### config.mk
export PLATFORM = sky130hd
export DESIGN_NAME = arb_field_rx
export DESIGN_NICKNAME = d
export VERILOG_FILES = /design/src/rtl/arb_field_rx.sv
export SDC_FILE = /design/constraint.sdc
export NUM_CORES = 1
export LEC_CHECK = 0
export CAP_MARGIN = 10
export CELL_PAD_IN_SITES_DETAIL_PLACEMENT = 1
export CELL_PAD_IN_SITES_GLOBAL_PLACEMENT = 1
export CORE_MARGIN = 5
export CORE_UTILIZATION = 38
export CTS_CLUSTER_DIAMETER = 100
export DETAILED_ROUTE_END_ITERATION = 12
export PLACE_DENSITY = 0.86
export REMOVE_ABC_BUFFERS = 1
export SLEW_MARGIN = 20
export SYNTH_ARGS = -nofsm -noshare
export SYNTH_HDL_FRONTEND = slang
export SYNTH_SLANG_ARGS = --single-unit
### constraint.sdc
create_clock -name clock -period 2.7 [get_ports clock]
set_clock_uncertainty 0.15 [all_clocks]
set_input_delay 0.27 -clock clock [delete_from_list [all_inputs] [get_ports clock]]
set_output_delay 0.27 -clock clock [all_outputs]
set_load 0.01 [all_outputs]
### src/rtl/arb_field_rx.sv
// arb_field_rx: CAN arbitration-field receiver. Shifts in the identifier MSB first,
// captures RTR (and IDE plus extended identifier when EXT_ID_EN is defined) and
// pulses arb_complete for one cycle when the field has been received.
// Build option: define EXT_ID_EN to enable extended (29-bit) identifier frames.
module arb_field_rx #(
  parameter int unsigned ID_BASE_W = 11,
  parameter int unsigned ID_EXT_W  = 18
) (
  input  logic                          clock,
  input  logic                          reset_n,
  input  logic                          enable,
  input  logic                          sample_point,
  input  logic                          stuff_bit_detected,
  input  logic                          rx_bit,
  input  logic                          sof_detected,
  input  logic                          frame_abort,
  output logic [ID_BASE_W+ID_EXT_W-1:0] id_out,
  output logic                          rtr_bit,
  output logic                          frame_type_out,
  output logic                          ide_out,
  output logic                          arb_busy,
  output logic                          arb_complete
);

  localparam int unsigned ID_W  = ID_BASE_W + ID_EXT_W;
  localparam int unsigned CNT_W = $clog2(ID_EXT_W + 1);
  localparam logic [CNT_W-1:0] BASE_LAST = CNT_W'(ID_BASE_W - 1);
`ifdef EXT_ID_EN
  localparam logic [CNT_W-1:0] EXT_LAST  = CNT_W'(ID_EXT_W - 1);
`endif

  typedef enum logic [2:0] {
    S_IDLE     = 3'd0,
    S_ID_BASE  = 3'd1,
    S_RTR_SRR  = 3'd2,
    S_COMPLETE = 3'd3
`ifdef EXT_ID_EN
    ,
    S_IDE      = 3'd4,
    S_ID_EXT   = 3'd5,
    S_RTR_EXT  = 3'd6
`endif
  } state_e;

  state_e            state_q, state_d;
  logic [ID_W-1:0]   id_q, id_d;
  logic [CNT_W-1:0]  cnt_q, cnt_d;
  logic              rtr_q, rtr_d;
  logic              ftype_q, ftype_d;
  logic              ide_q, ide_d;
  logic              busy_q, busy_d;
  logic              complete_q, complete_d;
  logic              valid_c;

  // A sampled bit counts only when it is not a stuff bit.
  assign valid_c = sample_point && !stuff_bit_detected;

  // State register and captured fields.
  always_ff @(posedge clock or negedge reset_n) begin
    if (!reset_n) begin
      state_q    <= S_IDLE;
      id_q       <= '0;
      cnt_q      <= '0;
      rtr_q      <= 1'b1;
      ftype_q    <= 1'b0;
      ide_q      <= 1'b0;
      busy_q     <= 1'b0;
      complete_q <= 1'b0;
    end else begin
      state_q    <= state_d;
      id_q       <= id_d;
      cnt_q      <= cnt_d;
      rtr_q      <= rtr_d;
      ftype_q    <= ftype_d;
      ide_q      <= ide_d;
      busy_q     <= busy_d;
      complete_q <= complete_d;
    end
  end

  // Next-state and next-output logic; abort outranks any bit activity.
  always_comb begin
    state_d    = state_q;
    id_d       = id_q;
    cnt_d      = cnt_q;
    rtr_d      = rtr_q;
    ftype_d    = ftype_q;
    ide_d      = ide_q;
    busy_d     = busy_q;
    complete_d = 1'b0;

    if (!enable) begin
      state_d = S_IDLE;
      id_d    = '0;
      cnt_d   = '0;
      rtr_d   = 1'b1;
      ftype_d = 1'b0;
      ide_d   = 1'b0;
      busy_d  = 1'b0;
    end else if (frame_abort) begin
      state_d = S_IDLE;
      busy_d  = 1'b0;
    end else begin
      case (state_q)
        S_IDLE: begin
          if (sof_detected) begin
            state_d = S_ID_BASE;
            id_d    = '0;
            cnt_d   = '0;
            busy_d  = 1'b1;
          end
        end
        S_ID_BASE: begin
          if (valid_c) begin
            id_d = {id_q[ID_W-2:0], rx_bit};
            if (cnt_q == BASE_LAST) begin
              state_d = S_RTR_SRR;
              cnt_d   = '0;
            end else begin
              cnt_d = cnt_q + CNT_W'(1);
            end
          end
        end
        S_RTR_SRR: begin
          if (valid_c) begin
            rtr_d   = rx_bit;
            ftype_d = rx_bit;
`ifdef EXT_ID_EN
            state_d = S_IDE;
`else
            state_d    = S_COMPLETE;
            busy_d     = 1'b0;
            complete_d = 1'b1;
`endif
          end
        end
`ifdef EXT_ID_EN
        S_IDE: begin
          if (valid_c) begin
            ide_d = rx_bit;
            if (rx_bit) begin
              state_d = S_ID_EXT;
              cnt_d   = '0;
            end else begin
              state_d    = S_COMPLETE;
              busy_d     = 1'b0;
              complete_d = 1'b1;
            end
          end
        end
        S_ID_EXT: begin
          if (valid_c) begin
            id_d = {id_q[ID_W-2:0], rx_bit};
            if (cnt_q == EXT_LAST) begin
              state_d = S_RTR_EXT;
              cnt_d   = '0;
            end else begin
              cnt_d = cnt_q + CNT_W'(1);
            end
          end
        end
        S_RTR_EXT: begin
          if (valid_c) begin
            rtr_d      = rx_bit;
            ftype_d    = rx_bit;
            state_d    = S_COMPLETE;
            busy_d     = 1'b0;
            complete_d = 1'b1;
          end
        end
`endif
        S_COMPLETE: begin
          state_d = S_IDLE;
        end
        default: begin
          state_d = S_IDLE;
          busy_d  = 1'b0;
        end
      endcase
    end
  end

  assign id_out         = id_q;
  assign rtr_bit        = rtr_q;
  assign frame_type_out = ftype_q;
  assign ide_out        = ide_q;
  assign arb_busy       = busy_q;
  assign arb_complete   = complete_q;

endmodule

* Yosys cells after proc, flatten, opt, wreduce, memory -nomap -nowiden
Index checks and enable logic that the tools add are counted. W data, S select, Z words.
Storage, ports and cells: bits of input ports 8, word-level logic and storage cells 63, output and inout port bits 34, register bits 41
Cells by class: multiplexer cells 32, $add $sub $neg 1, equality and inequality tests 15, reductions and logical operators 8
Operators with widths (number):
- $mux W29 | 4
- $pmux W29 S2 | 1
- $mux W5 | 5
- $mux W3 | 6
- $ne A4 B4 Y1 const B | 4
- $mux W1 | 13
- $pmux W5 S2 | 1
- $pmux W3 S3 | 1
- $reduce_and A4 Y1 | 2
- $eq A3 B2 Y1 const B | 2
- $ne A3 B3 Y1 const B | 2
- $reduce_and A3 Y1 | 2
- $add A5 B1 Y5 const B | 1
- $eq A5 B4 Y1 const B | 1
- $ne A2 B1 Y1 const B | 2
- $eq A3 B1 Y1 const B | 1
- $logic_not A3 Y1 | 1
- $ne A3 B1 Y1 const B | 1
- $ne A3 B2 Y1 const B | 1
- $pmux W1 S3 | 1
- $ne A2 B2 Y1 const B | 1
- $reduce_or A2 Y1 | 1
- $logic_and A1 B1 Y1 | 1
- $logic_not A1 Y1 | 1

* Longest topological paths before layout
Gate-level depths: netlist (run 1).
depth after elaboration 6, gate-level depth with buffers 9

* Worst setup path after synthesis (run 1)
OpenSTA, ideal clock, no wires.
path type flip-flop to flip-flop, start register state_q[0], end register cnt_q[1], setup time 0.125 ns, path slack 0.743 ns, data arrival time 1.682 ns, cell stages (with the launch flop) 7, period minus slack after synthesis 1.957 ns, buffers on the path 0, cells stage by stage dfrtp_1 -> inv_1 -> ha_1 -> nor2b_2 -> a2111o_1 -> nand2_1 -> mux2_2
Between the ends: cells in the longest elaborated chain, start to end 4, elaborated cells on any way between the ends 9, those cells by class eq/ne (4); mux (3); reduce/logical (2)
Ends and longest elaborated chain:
- from (decl) | RTL line 45 | state_e state_q, state_d;
- from (signal assigned) | RTL line 70 | state_q <= state_d;
- $eq A3 B1 Y1 or $logic_not A3 Y1 (tied branches) | RTL line 104 | case (state_q)
- $pmux W5 S2 | RTL line 104
- $mux W5 | RTL line 100 | end else if (frame_abort) begin
- $mux W5 | RTL line 92 | if (!enable) begin
- to (signal assigned) | RTL line 72 | cnt_q <= cnt_d;
- to (decl) | RTL line 47 | logic [CNT_W-1:0] cnt_q, cnt_d;
Several ways; a longest one is shown, not always the timed one. The select of a mux whose other input is x is not followed. A chain may end at the register's enable or synchronous reset.

* Final worst setup path (run 1)
start register state_q[1], end register id_q[25] (netlist: id_out[25])
Between the ends: cells in the longest elaborated chain, start to end 4, elaborated cells on any way between the ends 9, those cells by class eq/ne (4); mux (3); reduce/logical (2)
Ends and longest elaborated chain:
- $eq A3 B1 Y1 or $logic_not A3 Y1 (tied branches) | RTL line 104
- $pmux W29 S2 | RTL line 104
- $mux W29 | RTL line 100
- $mux W29 | RTL line 92
- to (signal assigned) | RTL line 71 | id_q <= id_d;
- to (decl) | RTL line 46 | logic [ID_W-1:0] id_q, id_d;
Several ways; a longest one is shown, not always the timed one. The select of a mux whose other input is x is not followed.

==> results of run 1 <==
## where the power goes
| part | internal, mW | leakage (nW) | total [mW] | switching (mW) |
|---|---|---|---|---|
| sequential | 0.601 | 0.555 | 0.604 | 0.00253 |
| clock | 0.364 | 0.0642 | 0.572 | 0.208 |
| combinational | 0.0438 | 0.426 | 0.129 | 0.0853 |
| total | 1.01 | 1.04 | 1.31 | 0.296 |
## cells in the mapped netlist
cell       number
o21ai_0         1
o21ai_1         1
a2111o_1        1
nor2_1          5
clkbuf_1        8
mux2_2          1
nand4bb_1       1
nand3_1        33
a21oi_1         1
a211oi_1        2
buf_2           3
and3_1          1
a21boi_0        1
a41oi_1         2
buf_4           4
dfrtp_1        39
nand2b_4        1
nand2b_1        1
nand2_1        37
a2111oi_4       1
a21boi_1       29
nor2b_1         3
a32o_1          1
nor3b_1         1
conb_1          1
nor2b_2         1
a221oi_2        1
and4bb_2        1
ha_1            6
dfstp_2         1
a31oi_1         2
inv_1           5
mux2i_1         2
or2_2           1
## metrics by stage
step | area, um^2 | instances | setup slack (ns) | hold slack [ns]
CTS | 2550 | 306 | 0.454 | 0.349
global placement | 2410 | 298 | 0.562 | 0.303
detailed placement | 2410 | 298 | 0.491 | 0.297
global route | 2550 | 306 | 0.298 | 0.387
finish | 2550 | 306 | 0.488 | 0.360
floorplan | 1890 | 184 | -0.365 | -0.176
## routing by layer
| metal | vias up | track usage, % |
|---|---|---|
| met3 | 7 | 3.51 |
| met1 | 797 | 20.2 |
| met5 | - | 0 |
| li1 | 754 | - |
| met2 | 31 | 27.4 |
| met4 | 0 | 6.15 |
## how the worst max path moves through the flow
stage	start	end	slack, ns
after floorplan	state_q[1]	cnt_q[2]	-0.37
after global placement	sample_point	id_out[25]	0.56
after detailed placement	state_q[1]	id_out[0]	0.49
after CTS	state_q[1]	id_out[25]	0.45
after global routing	state_q[1]	id_out[0]	0.30
final	state_q[1]	id_out[25]	0.49
## tightest hold or removal path, cell delays in order (launching register included)
cell and delay [ns]:
dfstp_2 0.37, nand2_1 0.05, nand3_1 0.08
## timing repair
item	in CTS	in global routing
resized for setup	0	0
hold buffers	1	0
endpoints found under the hold margin	39	0
## cell families after synthesis
group | count (synthesis)
AOI/OAI and AO/OA | 43
and+or+nand+nor | 86
other | 1
adders and majority gates | 6
muxes | 3
buffers and inverters | 20
DFF | 40
## registers in the layout, indices dropped and copies added, names as in the netlist
name	cells
id_out	29
cnt_q	5
state_q	2
arb_busy	1
arb_complete	1
frame_type_out	1
rtr_bit	1
## final cells by class
class	count	area share, %
Clock inverter	2	2.36
Inverter	5	0.737
Sequential cell	40	39.4
Multi-Input combinational cell	139	34.3
Tap cell	70	3.44
Clock buffer	5	2.70
Timing Repair Buffer	45	17.1
==> flow_metrics.tcl, run 1 <==
set metrics [dict create \
    status "finished clean" \
    worstRegToRegCells 7 \
    highest_layer "met4" \
    required_ns 2.76 \
    area_growth_pct 29.3 \
    critPathTopFamily "compound AO/OA/AOI/OAI gates" \
    r2r_end "id_out[25]" \
    power_density_nw_per_um2 513 \
    fin_setup_tns_ns 0 \
    fin_nets 250 \
    drc 0 \
    via_count 1589 \
    fmax_mhz 452 \
    critPathArrivalTime_ns 2.27 \
    cts_num_sinks 40 \
    worstPathCellList "inv_1 -> ha_1 -> nor2_1 -> a2111oi_4 -> buf_4 -> nand3_1 -> a21boi_1" \
    synth_mux_area_share_pct 1.59 \
    synth_cell_types 34 \
    cts_tree "built" \
    post-synth-top-area-cell "dfrtp_1" \
    design.core.area_um2 5070 \
    clk_pin_slew_worst_paths_ns 0.07 \
    fin_total_pwr_mw 1.31 \
    ant_nets 0 \
    utilization_pct 50.2 \
    dr.pass1.iters 4 \
    die-area_um2 6720 \
    antenna_found_initial 0 \
    cts-root-buf "clkbuf_8" \
    netlist_area_um2 1970 \
    regToRegStartpoint "state_q[1]" \
    min_path_type "reg2reg" \
    grt_pass1_wl_um 8320 \
    io_pins 42 \
    cts_buffer_depth 2 \
    slew_viol_final 0 \
    dr.first_iter.drc_count 63 \
    yosysSeqAreaShare_pct 50.9 \
    synth-compound-area-share_pct 17.7 \
    cap_violations 0 \
    wl_met3_um 185 \
    synth-simple-area-share_pct 21.0 \
    clock_latency_ns 0.29 \
    grt_pass1_vias 1694 \
    dp_hpwl_um 3240 \
    synth_area_leaders "dfrtp_1 50%, a21boi_1 11%, nand3_1 8.4%" \
    gr-total-overflow 0 \
    avgSynthCellArea_um2 9.90 \
    die_h_um 82.0 \
    ir_drop_mv 0.260 \
    cts_buffers 5 \
    rsz0062_at_grt "false" \
    crit_buf_inv 2 \
    p_leak_nw 1.04 \
    path_depth 7 \
    wl_met2_um 2470 \
    htreeDepth 2 \
    slew_headroom_pct 40.3 \
    critPathLaunchType "register" \
    via_per_inst 5.19 \
    slowest_delay_ns 0.41 \
    grt.total_usage_pct 16.2 \
    drt_wl_total_um 4850 \
    gp_congestion 0.761 \
    drive_above_1_share_pct 8.47 \
    synth_fa_ha_area_share_pct 3.81 \
    postCtsSetupRepairBufs 0 \
    synthCells 199 \
    whs_path_depth 2 \
    cpMaxStageDelayCell "dfrtp_1" \
    layout_min_cycle_time_ns 2.21 \
    grt_max_degree 41 \
    io_buffers 40 \
    fin_crit_sh_pct 81.9 \
    rows 26 \
    met1_length_um 2120 \
    finalSetupViolCount 0 \
    worstMarginPinSlew_ns 0.896 \
    regArea_um2 1000 \
    hold_viol 0 \
    wl_per_cell_um 15.9 \
    fp.dieW_um 82.0 \
    multiInputGateArea_um2 873 \
    mostFrequentLayoutCells "39 x dfrtp_1, 39 x clkdlybuf4s50_1, 37 x nand2_1" \
    fillers 595 \
    diodes 0 \
    worstSetupPathType "reg2reg" \
    netlist.area_leader.share_pct 49.6 \
    synth_top_family_by_area "simple AND/OR/NAND/NOR gates" \
    ys_warn_count 0 \
    hold_end "rtr_bit" \
    critical_path.max_fanout 29 \
    synth_xor_xnor_area_share_pct 0 \
    regToRegSetupSlack_ns 0.49 \
    start_util_pct 38.8 \
    hp-start "rtr_bit" \
    endpoint_kind "register" \
    ys_ff_latch 40 \
]
Power figures use the tool's default switching activity.
==> run 2, diff against run 1 <==
Clock period 2.7 ns to 2.2 ns, I/O delays scaled along.
==> run 2 against run 1 <==
Highest routed layer unchanged. First-iteration DRC count rose by 21%. Total power grew 5.2%. Count of clock-buffer cells in the layout increased by 1. Final area up 0.64%. Final cell count up 2.3%. Global-route usage up 0.15 points. Sequential power rose by 23%.
==> flow_metrics.tcl, run 2 (synthesis results as in run 1) <==
set metrics [dict create \
    cap_violations 0 \
    ant_nets 0 \
    path_depth 6 \
    gr-total-overflow 0 \
    dr.first_iter.drc_count 76 \
    die_h_um 82.0 \
    cts-root-buf "clkbuf_8" \
    finalSetupViolCount 0 \
    grt_pass1_vias 1741 \
    fp.dieW_um 82.0 \
    ir_drop_mv 0.313 \
    rsz0062_at_grt "false" \
    regToRegStartpoint "state_q[0]" \
    cts_buffer_depth 2 \
    largest_reg_flops 29 \
    io_buffers 40 \
    endpoint_kind "register" \
    utilization_pct 50.5 \
    cts_num_sinks 40 \
    gp_congestion 0.846 \
    fmax_mhz 479 \
    worstPathCellList "inv_1 -> ha_1 -> nor2b_2 -> a2111o_1 -> nand2_1 -> mux2_2" \
    cpMaxStageDelayCell "a2111o_1" \
    fillers 600 \
    area_growth_pct 30.1 \
    rows 26 \
    design.core.area_um2 5070 \
    crit_buf_inv 1 \
    required_ns 2.23 \
    drt_wl_total_um 4760 \
    mostFrequentLayoutCells "39 x dfrtp_1, 39 x clkdlybuf4s50_1, 37 x nand2_1" \
    critical_path.max_fanout 4 \
    hold_viol 0 \
    fin_crit_sh_pct 94.9 \
    fin_nets 257 \
    diodes 0 \
    clk_pin_slew_worst_paths_ns 0.08 \
    grt_pass1_wl_um 8530 \
    dp_hpwl_um 3360 \
    power_density_nw_per_um2 536 \
    worstRegToRegCells 6 \
    layout_min_cycle_time_ns 2.09 \
    cp-endpoint "cnt_q[1]" \
    critPathLaunchType "register" \
    slew_viol_final 0 \
    dr.pass1.iters 5 \
    antenna_found_initial 0 \
    clock_latency_ns 0.29 \
    wl_per_cell_um 15.2 \
    start_util_pct 38.8 \
    die-area_um2 6720 \
    worstSetupPathType "reg2reg" \
    cts_buffers 5 \
    regToRegSetupSlack_ns 0.11 \
    status "finished clean" \
    r2r_end "cnt_q[1]" \
    drive_above_1_share_pct 11.1 \
    critPathTopFamily "compound AO/OA/AOI/OAI gates" \
    fin_total_pwr_mw 1.37 \
    min_path_type "in2async" \
    cp-startpoint "state_q[0]" \
    grt_max_degree 33 \
    grt.total_usage_pct 16.4 \
    critPathArrivalTime_ns 2.12 \
    p_leak_nw 1.06 \
    drc 0 \
    cts_tree "built" \
    via_per_inst 5.24 \
    slowest_delay_ns 0.41 \
    htreeDepth 2 \
    io_pins 42 \
    via_count 1641 \
]
==> run 2: layout make-up <==
class,count,area (um^2),share of cell area [%]
Clock buffer,6,72.6,2.83
Clock inverter,1,5.00,0.195
Inverter,5,18.8,0.732
Multi-Input combinational cell,139,876,34.2
Sequential cell,40,1000,39.1
Tap cell,70,87.6,3.42
Timing Repair Buffer,52,500,19.5
==> run 2: report_power, final <==
| group | leakage [nW] | internal (mW) | switching [mW] |
|---|---|---|---|
| logic | 0.464 | 0.0683 | 0.108 |
| clock network | 0.0410 | 0.216 | 0.240 |
| registers | 0.555 | 0.738 | 0.00300 |
==> run 2: what timing repair did <==
item / CTS / global route
gates resized for setup: 0 / 1
setup endpoints to repair: 0 / 31
hold buffers: 1 / 0
buffers inserted: 0 / 2
endpoints found under the hold margin: 13 / 0
==> run 2: how the worst min path moves through the flow <==
stage / startpoint / end / slack [ns] / depth (start not counted)
floorplan: reset_n / arb_busy / -0.23 / 0
global placement: reset_n / id_out[5] / -0.01 / 1
detailed placement: reset_n / id_out[5] / -0.008 / 1
CTS: reset_n / id_out[5] / 0.20 / 2
global route: reset_n / id_out[5] / 0.24 / 2
finish: reset_n / id_out[5] / 0.21 / 2
==> run 2: worst reg2reg max path, cell delays in order (launching register included) <==
cell and delay (ns):
dfrtp_1 0.40, inv_1 0.08, ha_1 0.24, nor2b_2 0.21
a2111o_1 0.41, nand2_1 0.14, mux2_2 0.34
==> run 2: routing by layer <==
layer / part of all wire (%) / track usage (%) / vias to the layer above
met2: 48 / 26.5 / 41
met5: 0 / 0 / -
met3: 5.2 / 4.39 / 8
met4: 2.2 / 5.81 / 0
met1: 45 / 20.9 / 823
li1: - / - / 769
==> run 2: stage by stage <==
step	instances	setup TNS, ns	area, um^2	hold WS [ns]	worst slack, ns
floorplan	184	-23.19	1890	-0.226	-0.865
global placement	303	0	2460	-0.0135	0.138
detailed placement	303	0	2460	-0.00776	0.0682
CTS	311	0	2540	0.202	0.0554
global route	313	0	2560	0.238	0.0129
finish	313	0	2560	0.212	0.111
